--- config.mk ---
export PLATFORM = sky130hd
export DESIGN_NAME = cordic_hyp_ctrl
export DESIGN_NICKNAME = d
export VERILOG_FILES = /design/src/rtl/cordic_hyp_ctrl.sv
export SDC_FILE = /design/constraint.sdc
export NUM_CORES = 1
export LEC_CHECK = 0
export ABC_AREA = 1
export CAP_MARGIN = 20
export CORE_ASPECT_RATIO = 0.75
export CORE_UTILIZATION = 35
export DETAILED_ROUTE_END_ITERATION = 12
export PLACE_DENSITY_LB_ADDON = 0.08
export RECOVER_POWER = 100
export SLEW_MARGIN = 25
export SYNTH_ARGS = -nofsm -noshare
export SYNTH_HDL_FRONTEND = slang
export SYNTH_SLANG_ARGS = --single-unit
--- constraint.sdc ---
create_clock -name clk -period 2.5 [get_ports clk]
set_clock_uncertainty 0.05 [all_clocks]
set_input_delay 0.5 -clock clk [delete_from_list [all_inputs] [get_ports clk]]
set_output_delay 0.5 -clock clk [all_outputs]
set_load 0.02 [all_outputs]
--- src/rtl/cordic_hyp_ctrl.sv ---
// cordic_hyp_ctrl: hyperbolic CORDIC sequencer driving table index, shift and direction, and accumulating z.
// Define CORDIC_EXPANDED_RANGE_EN to prepend the expanded-range iterations -3..0 (19 steps instead of 15).
module cordic_hyp_ctrl #(
    parameter int W_Z = 32
) (
    input  logic                  clk,
    input  logic                  rst_n,
    input  logic                  start,
    input  logic                  mode,
    input  logic signed [W_Z-1:0] z_in,
    input  logic                  stall,
    input  logic                  y_neg,
    input  logic signed [W_Z-1:0] tbl_value,
    output logic signed [4:0]     tbl_index,
    output logic [4:0]            shift,
    output logic                  dir,
    output logic                  step_valid,
    output logic                  busy,
    output logic                  done,
    output logic signed [W_Z-1:0] z_out
);
    typedef enum logic [1:0] {IDLE, RUN, DONE} state_t;
    state_t state_q, state_d;
    logic [4:0] cnt_q, cnt_d;
    logic mode_q, mode_d;
    logic signed [W_Z-1:0] z_q, z_d, z_out_q, z_out_d, z_step;
    logic signed [4:0] idx;
    logic run;
`ifdef CORDIC_EXPANDED_RANGE_EN
    localparam logic [4:0] LAST = 5'd18;
    // Slots 0..7 give -3..4, later slots lag by 4 so 4 repeats, and the final slot repeats 13.
    assign idx = (cnt_q <= 5'd7) ? $signed(cnt_q - 5'd3) : (cnt_q == LAST) ? 5'sd13 : $signed(cnt_q - 5'd4);
`else
    localparam logic [4:0] LAST = 5'd14;
    assign idx = (cnt_q <= 5'd3) ? $signed(cnt_q + 5'd1) : (cnt_q == LAST) ? 5'sd13 : $signed(cnt_q);
`endif
    assign run        = state_q == RUN;
    assign step_valid = run && !stall;
    assign busy       = state_q != IDLE;
    assign done       = state_q == DONE;
    assign tbl_index  = run ? idx : 5'sd0;
    assign shift      = !run ? 5'd0 : (idx <= 5'sd0) ? 5'd2 - $unsigned(idx) : $unsigned(idx);
    assign dir        = run && (mode_q ? y_neg : !z_q[W_Z-1]);
    assign z_step     = dir ? z_q - tbl_value : z_q + tbl_value;
    assign z_out      = z_out_q;

    always_comb begin
        state_d = state_q;
        cnt_d   = cnt_q;
        mode_d  = mode_q;
        z_d     = z_q;
        z_out_d = z_out_q;
        unique case (state_q)
            IDLE: if (start) begin
                state_d = RUN;
                cnt_d   = '0;
                mode_d  = mode;
                z_d     = z_in;
            end
            RUN: if (step_valid) begin
                z_d   = z_step;
                cnt_d = cnt_q + 5'd1;
                if (cnt_q == LAST) begin
                    state_d = DONE;
                    cnt_d   = '0;
                    z_out_d = z_step;
                end
            end
            DONE: state_d = IDLE;
            default: state_d = IDLE;
        endcase
    end

    always_ff @(posedge clk or negedge rst_n) begin
        if (!rst_n) begin
            state_q <= IDLE;
            cnt_q   <= '0;
            mode_q  <= 1'b0;
            z_q     <= '0;
            z_out_q <= '0;
        end else begin
            state_q <= state_d;
            cnt_q   <= cnt_d;
            mode_q  <= mode_d;
            z_q     <= z_d;
            z_out_q <= z_out_d;
        end
    end
endmodule

Word-level counts from Yosys, hierarchy flattened
Index checks and enable logic that the tools add are counted.

storage, ports and cells
  output and inout port bits = 46
  flip-flop bits (word level) = 72
  logic and storage cells = 46

operators by class
  eq/ne operators = 6
  add/sub/neg operators = 4
  muxes and demuxes = 18
  reductions and logical operators = 11
  order comparisons = 2

operators by type and width
  operator             count
  $mux 32              3
  $pmux 32 s2          1
  $mux 5               8
  $add 32x32->32       1
  $sub 32x32->32       1
  $pmux 5 s2           1
  $reduce_and 3->1     3
  $mux 2               3
  $add 5x1->5 const B  1
  $eq 5x4->1 const B   1
  $le 5x1->1 const B   1
  $le 5x2->1 const B   1
  $sub 2x5->5 const A  1
  $ne 2x2->1 const B   2
  $pmux 2 s2           1
  $reduce_bool 2->1    2
  $eq 2x1->1 const B   1
  $eq 2x2->1 const B   1
  $logic_and 1x1->1    2
  $logic_not 1->1      2
  $logic_not 2->1      1
  $ne 2x1->1 const B   1
  $reduce_and 2->1     1
  $mux 1               1

Longest topological paths before layout
Gate-level depths: netlist of run 1.

  word-level depth = 6
  mapped depth = 23

Least setup slack after synthesis of run 1
OpenSTA, ideal clock, no wires.

  path type = input-to-reg
  start = input port y_neg
  end = register z_q[26]
  data arrival time = 2.679 ns
  slack = -0.345 ns
  stages = 17
  required time = 2.334 ns
  cells stage by stage = or2_2 > nand3_2 > buf_2 > o21ai_1 > o21ai_0 > xor2_1 > inv_1 > ha_1 > nand2_1 > nor2_1 > inv_1 > nor3_1 > nand3_1 > nand3_1 > nand3_1 > nand2_1 > nand2_1

on the way
  word-level cells in the longest chain between the ends = 5

RTL lines
  element               line  text
  start, declared       12    input logic y_neg,
  $mux 1                43    assign dir = run && (mode_q ? y_neg : !z_q[W_Z-1]);
  $logic_and 1x1->1     43
  $mux 32               44    assign z_step = dir ? z_q - tbl_value : z_q + tbl_value;
  $mux 32               60    RUN: if (step_valid) begin
  $pmux 32 s2           53    unique case (state_q)
  end signal, assigned  85    z_q <= z_d;
  end, declared         26    logic signed [W_Z-1:0] z_q, z_d, z_out_q, z_out_d, z_step;

No other way between the ends. The select of a mux whose other input is x is not followed.
A chain may end at the register's enable or synchronous reset.

Worst setup path in the final report of run 1
  start = input port tbl_value[14]
  end = register z_q[28]

on the way
  word-level cells in the longest chain between the ends = 4
  elaborated cells between the ends (all ways) = 5

RTL lines
  element                                                  line  text
  start, declared                                          13    input logic signed [W_Z-1:0] tbl_value,
  $add 32x32->32 / $sub 32x32->32 (equally long branches)  44
  $mux 32 *                                                44
  $mux 32 *                                                60
  $pmux 32 s2 *                                            53

Mark *: on every way between the ends. The rest lies on a longest branch, timed or not. The select of a mux whose other input is x is not followed.

==> results of run 1 <==
-- layout by cell type (no fill, tap or decap), types with 6 or more instances in the layout --
cell type	n
nand2_1	230
buf_4	178
inv_1	109
nand2_2	97
nor2_1	75
clkdlybuf4s50_1	75
dfrtp_1	69
nand2_4	55
buf_6	50
inv_2	41
nor2_4	41
nand3_2	30
ha_4	30
nor2_2	25
a21oi_1	20
nand3_1	17
nand3_4	16
dlygate4sd2_1	16
a21oi_2	15
o21ai_1	14
xor2_1	13
o21ai_2	11
a31oi_1	11
xor2_4	11
buf_12	11
xor2_2	10
clkbuf_16	10
a21oi_4	9
nor3_2	7
buf_2	7
o21ai_0	6
o21a_1	6
o21ai_4	6
nand4_1	6
xnor2_2	6
-- cell families after synthesis --
kind of cell,after synthesis,share of synthesized area [%]
DFF,72,27.6
xor gates and xnor gates,47,6.31
AOI/OAI and AO/OA,112,9.53
buffers and inverters,182,11.1
adders and majority gates,37,7.21
and+or+nand+nor,616,38.3
-- final cells by class --
class                           instances  area share [%]
Clock buffer                           10            1.84
Multi-Input combinational cell        812            51.0
Timing Repair inverter                  3           0.346
Clock inverter                          5           0.625
Sequential cell                        72            13.9
Timing Repair Buffer                  352            25.0
Tap cell                              242            2.33
Inverter                              158            4.92
-- worst max-delay path: cells and delay by family --
family	cells	cell delay (ns)
adder cells (fa/ha/maj)	1	0.27
XOR/XNOR	1	0.15
AND/OR/NAND/NOR	13	1.21
buffers and inverters	3	0.50
AO/OA/AOI/OAI	3	0.51
-- metrics by stage --
step                util (%)  TNS (ns)  hold WS, ns  std cells
global placement        53.7    -64.77        0.404       1574
global route            72.6    -25.36        0.315       1654
finish                  72.6    -18.27        0.231       1654
floorplan                  -     -3.88        0.154       1066
CTS                     67.1    -15.57       0.0885       1641
detailed placement      53.7    -65.74        0.409       1574
-- timing repair --
action | 4_1_cts | 5_1_grt
gates resized for setup | 511 | 209
endpoints found under the hold margin | 0 | 0
endpoints found under the setup margin | 72 | 71
buffers inserted | 56 | 23
pin swaps | 217 | 113
cloned | 5 | 1
-- per-layer routing --
metal	track usage, %	share of wire, %	routed length [um]
met1	43.1	46	13600
met4	6.13	2.3	684
met3	4.05	8.0	2390
met5	0	0	0
met2	43.4	44	13000
-- synth_stat cells (2+ instances only) --
cell / count / share of area [%]
nand2_1: 383 / 22
inv_1: 153 / 8.8
nor2_1: 137 / 7.9
dfrtp_1: 72 / 28
nand3_1: 62 / 4.8
a21oi_1: 44 / 3.4
ha_1: 36 / 6.9
o21ai_0: 34 / 2.6
xor2_1: 34 / 4.6
a31oi_1: 13 / 1.2
xnor2_1: 13 / 1.7
buf_2: 10 / 0.77
nor3_1: 9 / 0.69
clkbuf_1: 7 / 0.40
nand4_1: 6 / 0.58
o21a_1: 6 / 0.69
buf_4: 5 / 0.58
inv_2: 5 / 0.29
and2_1: 4 / 0.38
o22ai_1: 4 / 0.38
or2_2: 4 / 0.38
nor2_2: 3 / 0.29
o31ai_1: 3 / 0.35
a21o_1: 2 / 0.23
o21ai_1: 2 / 0.15
-- worst paths after layout --
path | slack [ns] | end | cells past startpoint
max reg2reg | -0.42 | z_q[24] | 19
max in group asynchronous | 0.56 | state_q[1] | 2
min in group clk | 0.42 | z_out[1] | 2
min reg2reg | 0.42 | z_out[1] | 2
min | 0.23 | z_q[7] | 1
max | -0.42 | z_q[28] | 21
-- registers in the layout, indices dropped and copies added (netlist names) --
name and cells:
z_out 32, z_q 32, cnt_q 5, state_q 2, mode_q 1
==> metrics, run 1 <==
status=complete, but fails checks; failing checks=negative setup slack; Starting Density=around 36%; Critical Path, Cell by Cell=clkdlybuf4s15_1 > nor2_2 > nand2_1 > nor2_2 > nand2_2 > nand2_4 > nand2_4 > a21oi_4 > nand2_1 > xor2_1 > inv_1 > ha_4 > a21o_1 > nor2_1 > nand2_1 > a21oi_2 > buf_4 > nand3_2 > nand3_1 > nand2_1 > nand2_1; Syn Inst Count=approximately 1.1k; Worst Hold Class=input port to async pin; slew margin rel.=around 31%; vias in the first global route=~7.9k; Routed WL=29700 um; Mapped Nets=1173; total clock sinks=72; drt drc=0; layout cells sized above 1=between 50 and 60%; # diodes=0; syn avg cell area=approximately 6.1 um2; Most Frequent Cell on Critical Path=nand2_1; largest net degree at the start of global routing=45; CP endpoint kind=flip-flop; worst r2r src=mode_q; critical path class=input port to flip-flop; DR vias=~8.5k; #FFs+latches synth=72; Clock Pin Slew Worst Setup and Hold Paths=0.06 ns; ys async rst share=100%; Post-DP HPWL=18700 um; Most used DFF post-synth=dfrtp_1; worst slack at placement=-1.25 ns; initial antenna violation count=1; Synth warnings=0; clock buffer depth=2; critical path's slowest cell=ha_4; GRT Overall Usage=28.7%; 1st-iter DRT viols=roughly 550; Via density=about 5.1; Arr. time, crit path=3.16 ns; fillcell total=approximately 1.3k; crit start category=input port; fin crit period=2.92 ns; full die area=0.0192 mm2; sequential fraction of the synthesis area=27.6%; Hold Vio Cnt, Final=0; post-synthesis cell type count=40; Port Buffers=roughly 120; Final Cell Area=0.0130 mm2; Die Ht=120 um; worst-path fanout max=4; combined area of the multi-input logic cells=0.00663 mm2; EDFF count, synth=0; clock tree from TritonCTS=done; CP Launch Point=tbl_value[14]; setup ws final=-0.420 ns; worst slew pin tran=1.03 ns; htree depth=3; antenna-violating nets left=0; Site Rows=42; Clock Tree Root=clkbuf_16; fin nets=1515; I/O pin total=116; # Max-Cap Violations=0; RD Place Congestion=about 0.97; WP data required=2.74 ns; RSZ-0062 raised after global routing=true; CTS Hold Bufs=0; Die X=160 um; total CTS buffers=9; Max stage delay on crit path=0.27 ns; clk_lat worst skew=between 0.3 and 0.4 ns; Avg WL per Cell=about 18 um; Reg area=around 0.0018 mm2; Area growth, synth to finish=99.3%; final period utilization=117%; total core area=0.0179 mm2; Post-Syn Area=0.00652 mm2; grt total ovfl=0; placed instance area=between 0.009 and 0.01 mm2; Final Slew Violations=0; first-pass GRT wire length=approximately 43000 um; drt first pass iters=5; FMAX=between 300 and 400 MHz; # setup viols final=a little over 60
Power of run 1 is not shown: default switching activity piles up to over one toggle a cycle in this logic, so the estimate is an artifact.
==> run 2: changes to the inputs <==
--- a/config.mk
+++ b/config.mk
@@ -8,7 +8,7 @@
 export ABC_AREA = 1
 export CAP_MARGIN = 20
 export CORE_ASPECT_RATIO = 0.75
-export CORE_UTILIZATION = 35
+export CORE_UTILIZATION = 49
 export DETAILED_ROUTE_END_ITERATION = 12
 export PLACE_DENSITY_LB_ADDON = 0.08
 export RECOVER_POWER = 100
==> metrics, run 2 <==
status=stopped before the end (was complete, but fails checks); failing step=global routing (5_1_grt); Run Error=[ERROR GRT-0232] Routing congestion too high. Check the congestion heatmap in the GUI.; grt total ovfl=1341; ys async rst share=100% (unchanged); top cell type's share of synthesized area=27.6% (unchanged); I/O pin total=116 (unchanged); post-synthesis compound-gate area fraction=9.53% (unchanged); Syn Inst Count=1066 (unchanged); post-synthesis xor/xnor area fraction=6.31% (unchanged); Site Rows=36 (was 42); largest net degree at the start of global routing=45; Most used DFF post-synth=dfrtp_1 (unchanged); post-GRT worst EP=z_q[30]$_DFFE_PN0P_/D; Starting Density=50.3% (was 36.4%); Die X=135 um (was 160 um); portion of netlist area occupied by mux cells=0% (unchanged); Port Buffers=115 (unchanged); sequential fraction of the synthesis area=27.6% (unchanged); RD Place Congestion=1.02 (was 0.969); Worst EP kind=sequential cell input; worst slack at placement=-1.24 ns (was -1.25 ns); #FFs+latches synth=72 (unchanged); Post-synth top cells=nand2_1 (383), inv_1 (153), nor2_1 (137) (unchanged); syn avg cell area=6.12 um2 (unchanged); CTS Hold Bufs=0 (unchanged); simple-gate share of the synthesized area=38.3% (unchanged); Post-Syn Area=0.00652 mm2 (unchanged); Clock Tree Root=clkbuf_16 (unchanged); post-synthesis cell type count=40 (unchanged); Die Ht=102 um (was 120 um); cell taking the most area after synthesis=dfrtp_1 (unchanged); Synth warnings=0 (unchanged); post-synthesis adder-cell area fraction=7.21% (unchanged); largest family of logic cells by synthesized area=simple AND/OR/NAND/NOR gates (unchanged); EDFF count, synth=0 (unchanged); Post-DP HPWL=18200 um (was 18700 um); Synth area leaders=dfrtp_1 (28%), nand2_1 (22%), inv_1 (8.8%) (unchanged); most numerous cell in the Yosys netlist=nand2_1 (unchanged); total CTS buffers=9 (unchanged); total clock sinks=72 (unchanged); GRT Overall Usage=102%; htree depth=3 (unchanged); Mapped Nets=1173 (unchanged); clock buffer depth=2 (unchanged)
## run 2: kinds of logic after synthesis
family	Yosys count
AOI/OAI and AO/OA	112
xor gates and xnor gates	47
adders and majority gates	37
buffers and inverters	182
DFF	72
and+or+nand+nor	616
## run 2: per-stage QoR
stage	hold WS (ns)	area, um2	instances	util [%]
2_1_floorplan	0.154	6900	1066	-
3_3_place_gp	0.403	9510	1500	73.3
3_5_place_dp	0.408	9510	1500	73.3
4_1_cts	0.0822	11500	1552	88.9
## run 2: timing repair
action	4_1_cts
endpoints found under the setup margin	72
buffers inserted	40
gates resized for setup	495
gates cloned	0
pin swaps	220
endpoints found under the hold margin	0
## run 2: metal layers
metal  track usage, %  GRT overflow
met1             89.3            26
met2              137           970
met3             74.2            16
met4              124           325
met5             48.3             4
==> run 3: changes to the inputs <==
--- a/config.mk
+++ b/config.mk
@@ -7,10 +7,9 @@
 export LEC_CHECK = 0
 export ABC_AREA = 1
 export CAP_MARGIN = 20
-export CORE_ASPECT_RATIO = 0.75
-export CORE_UTILIZATION = 49
+export CORE_UTILIZATION = 35
 export DETAILED_ROUTE_END_ITERATION = 12
-export PLACE_DENSITY_LB_ADDON = 0.08
+export PLACE_DENSITY_LB_ADDON = 0.15
 export RECOVER_POWER = 100
 export SLEW_MARGIN = 25
 export SYNTH_ARGS = -nofsm -noshare
==> constraint.sdc (replaced) <==
create_clock -name clk -period 3.2 [get_ports clk]
set_clock_uncertainty 0.05 [all_clocks]
set_input_delay 0.64 -clock clk [delete_from_list [all_inputs] [get_ports clk]]
set_output_delay 0.64 -clock clk [all_outputs]
set_load 0.02 [all_outputs]
==> metrics, run 3 (same netlist as run 1, synthesis figures left out) <==
status=complete, but fails checks (was stopped before the end); failing checks=design-rule violations, max-capacitance violations, max-slew violations; Port Buffers=115 (unchanged); fillcell total=around 1.7k; Reg2Reg Depth=15; drt first pass iters=8; antenna-violating nets left=0; fin crit period=approximately 3.1 ns; full die area=0.0192 mm2; Avg WL per Cell=14.4 um; fin nets=1457; total CTS buffers=9 (unchanged); Clock Pin Slew Worst Setup and Hold Paths=0.07 ns; hold path cells=2; initial antenna violation count=0; Post-DP HPWL=17200 um (was 18200 um); Die X=139 um (was 135 um); vias in the first global route=6885; crit start category=input port; Site Rows=49 (was 36); commonest non-fill, non-tap cell in the layout=nand2_1; layout cells sized above 1=between 20% and 30%; Final Cell Area=0.0104 mm2; clock tree from TritonCTS=done; total clock sinks=72 (unchanged); clock buffer depth=2 (unchanged); first-pass GRT wire length=34600 um; slew margin rel.=-28.4%; WP data required=3.39 ns; GRT Overall Usage=22.8%; Arr. time, crit path=approximately 3.3 ns; Via density=approximately 4.8; critical path class=input port to flip-flop; drt drc=12; # Max-Cap Violations=1; Starting Density=36.1% (was 50.3%); FMAX=326 MHz; Hold Vio Cnt, Final=0; final hold slack=just over 0.4 ns; I/O pin total=116 (unchanged); 1st-iter DRT viols=about 490; worst-path fanout max=3; grt total ovfl=0; htree depth=3 (unchanged); final period utilization=95.9%; placed instance area=0.00897 mm2 (was 0.00951 mm2); CP endpoint kind=flip-flop; largest net degree at the start of global routing=73; clk_lat worst skew=0.35 ns; # setup viols final=0; worst slew pin tran=approximately 1.9 ns; DR vias=7559; commonest cells after routing, fill and taps aside=nand2_1 (340), buf_4 (151), inv_1 (148); worst slack at placement=-0.812 ns (was -1.24 ns); Area growth, synth to finish=59.7%; Die Ht=139 um (was 102 um); Worst Hold Class=flip-flop to flip-flop; # diodes=0; Final Slew Violations=73; Routed WL=22800 um; total core area=0.0181 mm2; Clock Tree Root=clkbuf_16 (unchanged); setup TNS=0 ns; setup ws final=0.132 ns; CTS Hold Bufs=0 (unchanged); RD Place Congestion=0.925 (was 1.02)
-- run 3: routing by layer --
metal	vias to the layer above	global-route usage, %	routed length, um
li1	3884	-	-
met1	3476	33.4	11200
met2	177	35.1	10200
met3	22	2.42	991
met4	0	7.04	380
met5	-	0	0
-- run 3: path summary, 6_finish.rpt --
| kind | slack (ns) | start | end |
|---|---|---|---|
| worst max-delay path | 0.13 | tbl_value[1] | z_q[24] |
| worst min-delay path | 0.42 | z_out[2] | z_out[2] |
| worst max register to register | 0.27 | mode_q | z_q[12] |
| worst min register to register | 0.42 | z_out[2] | z_out[2] |
| max in group asynchronous | 1.17 | rst_n | z_q[24] |
| min in group asynchronous | 0.73 | rst_n | cnt_q[1] |
-- run 3: cell type report --
class	instances	area, um2	share of cell area (%)
Tap cell	229	287	2.75
Timing Repair Buffer	297	2520	24.2
Inverter	158	596	5.71
Sequential cell	72	1800	17.3
Clock buffer	9	225	2.16
Clock inverter	7	68.8	0.660
Multi-Input combinational cell	812	4920	47.2
-- run 3: critical path, stage by stage --
cell and delay (ns):
clkbuf_2 0.11, inv_2 0.05, clkbuf_4 0.12, clkbuf_4 0.12, clkbuf_4 0.12, clkbuf_4 0.12
clkbuf_4 0.12, nand2_1 0.05, o21ai_0 0.19, fa_1 0.49, nand3_1 0.10, nand3_1 0.12
clkbuf_1 0.16, nand2_1 0.07, nand2_1 0.08, nand3_1 0.11, nand3_1 0.09, nand2_1 0.12
nand3_2 0.13, nand2_1 0.09, nand2_1 0.05
-- run 3: metrics by stage --
step,util [%],cells
after floorplan,-,1066
after global placement,49.6,1538
final,57.6,1584
after detailed placement,49.6,1538
after global routing,57.6,1584
after CTS,53.0,1565
-- run 3: what timing repair did --
action / in CTS / in global routing
resized for setup: 85 / 207
setup buffers: 11 / 18
pin swaps: 33 / 87
endpoints found under the hold margin: 0 / 0
cloned: 0 / 1
setup endpoints to repair: 48 / 56
Power of run 3 is left out for the same reason.
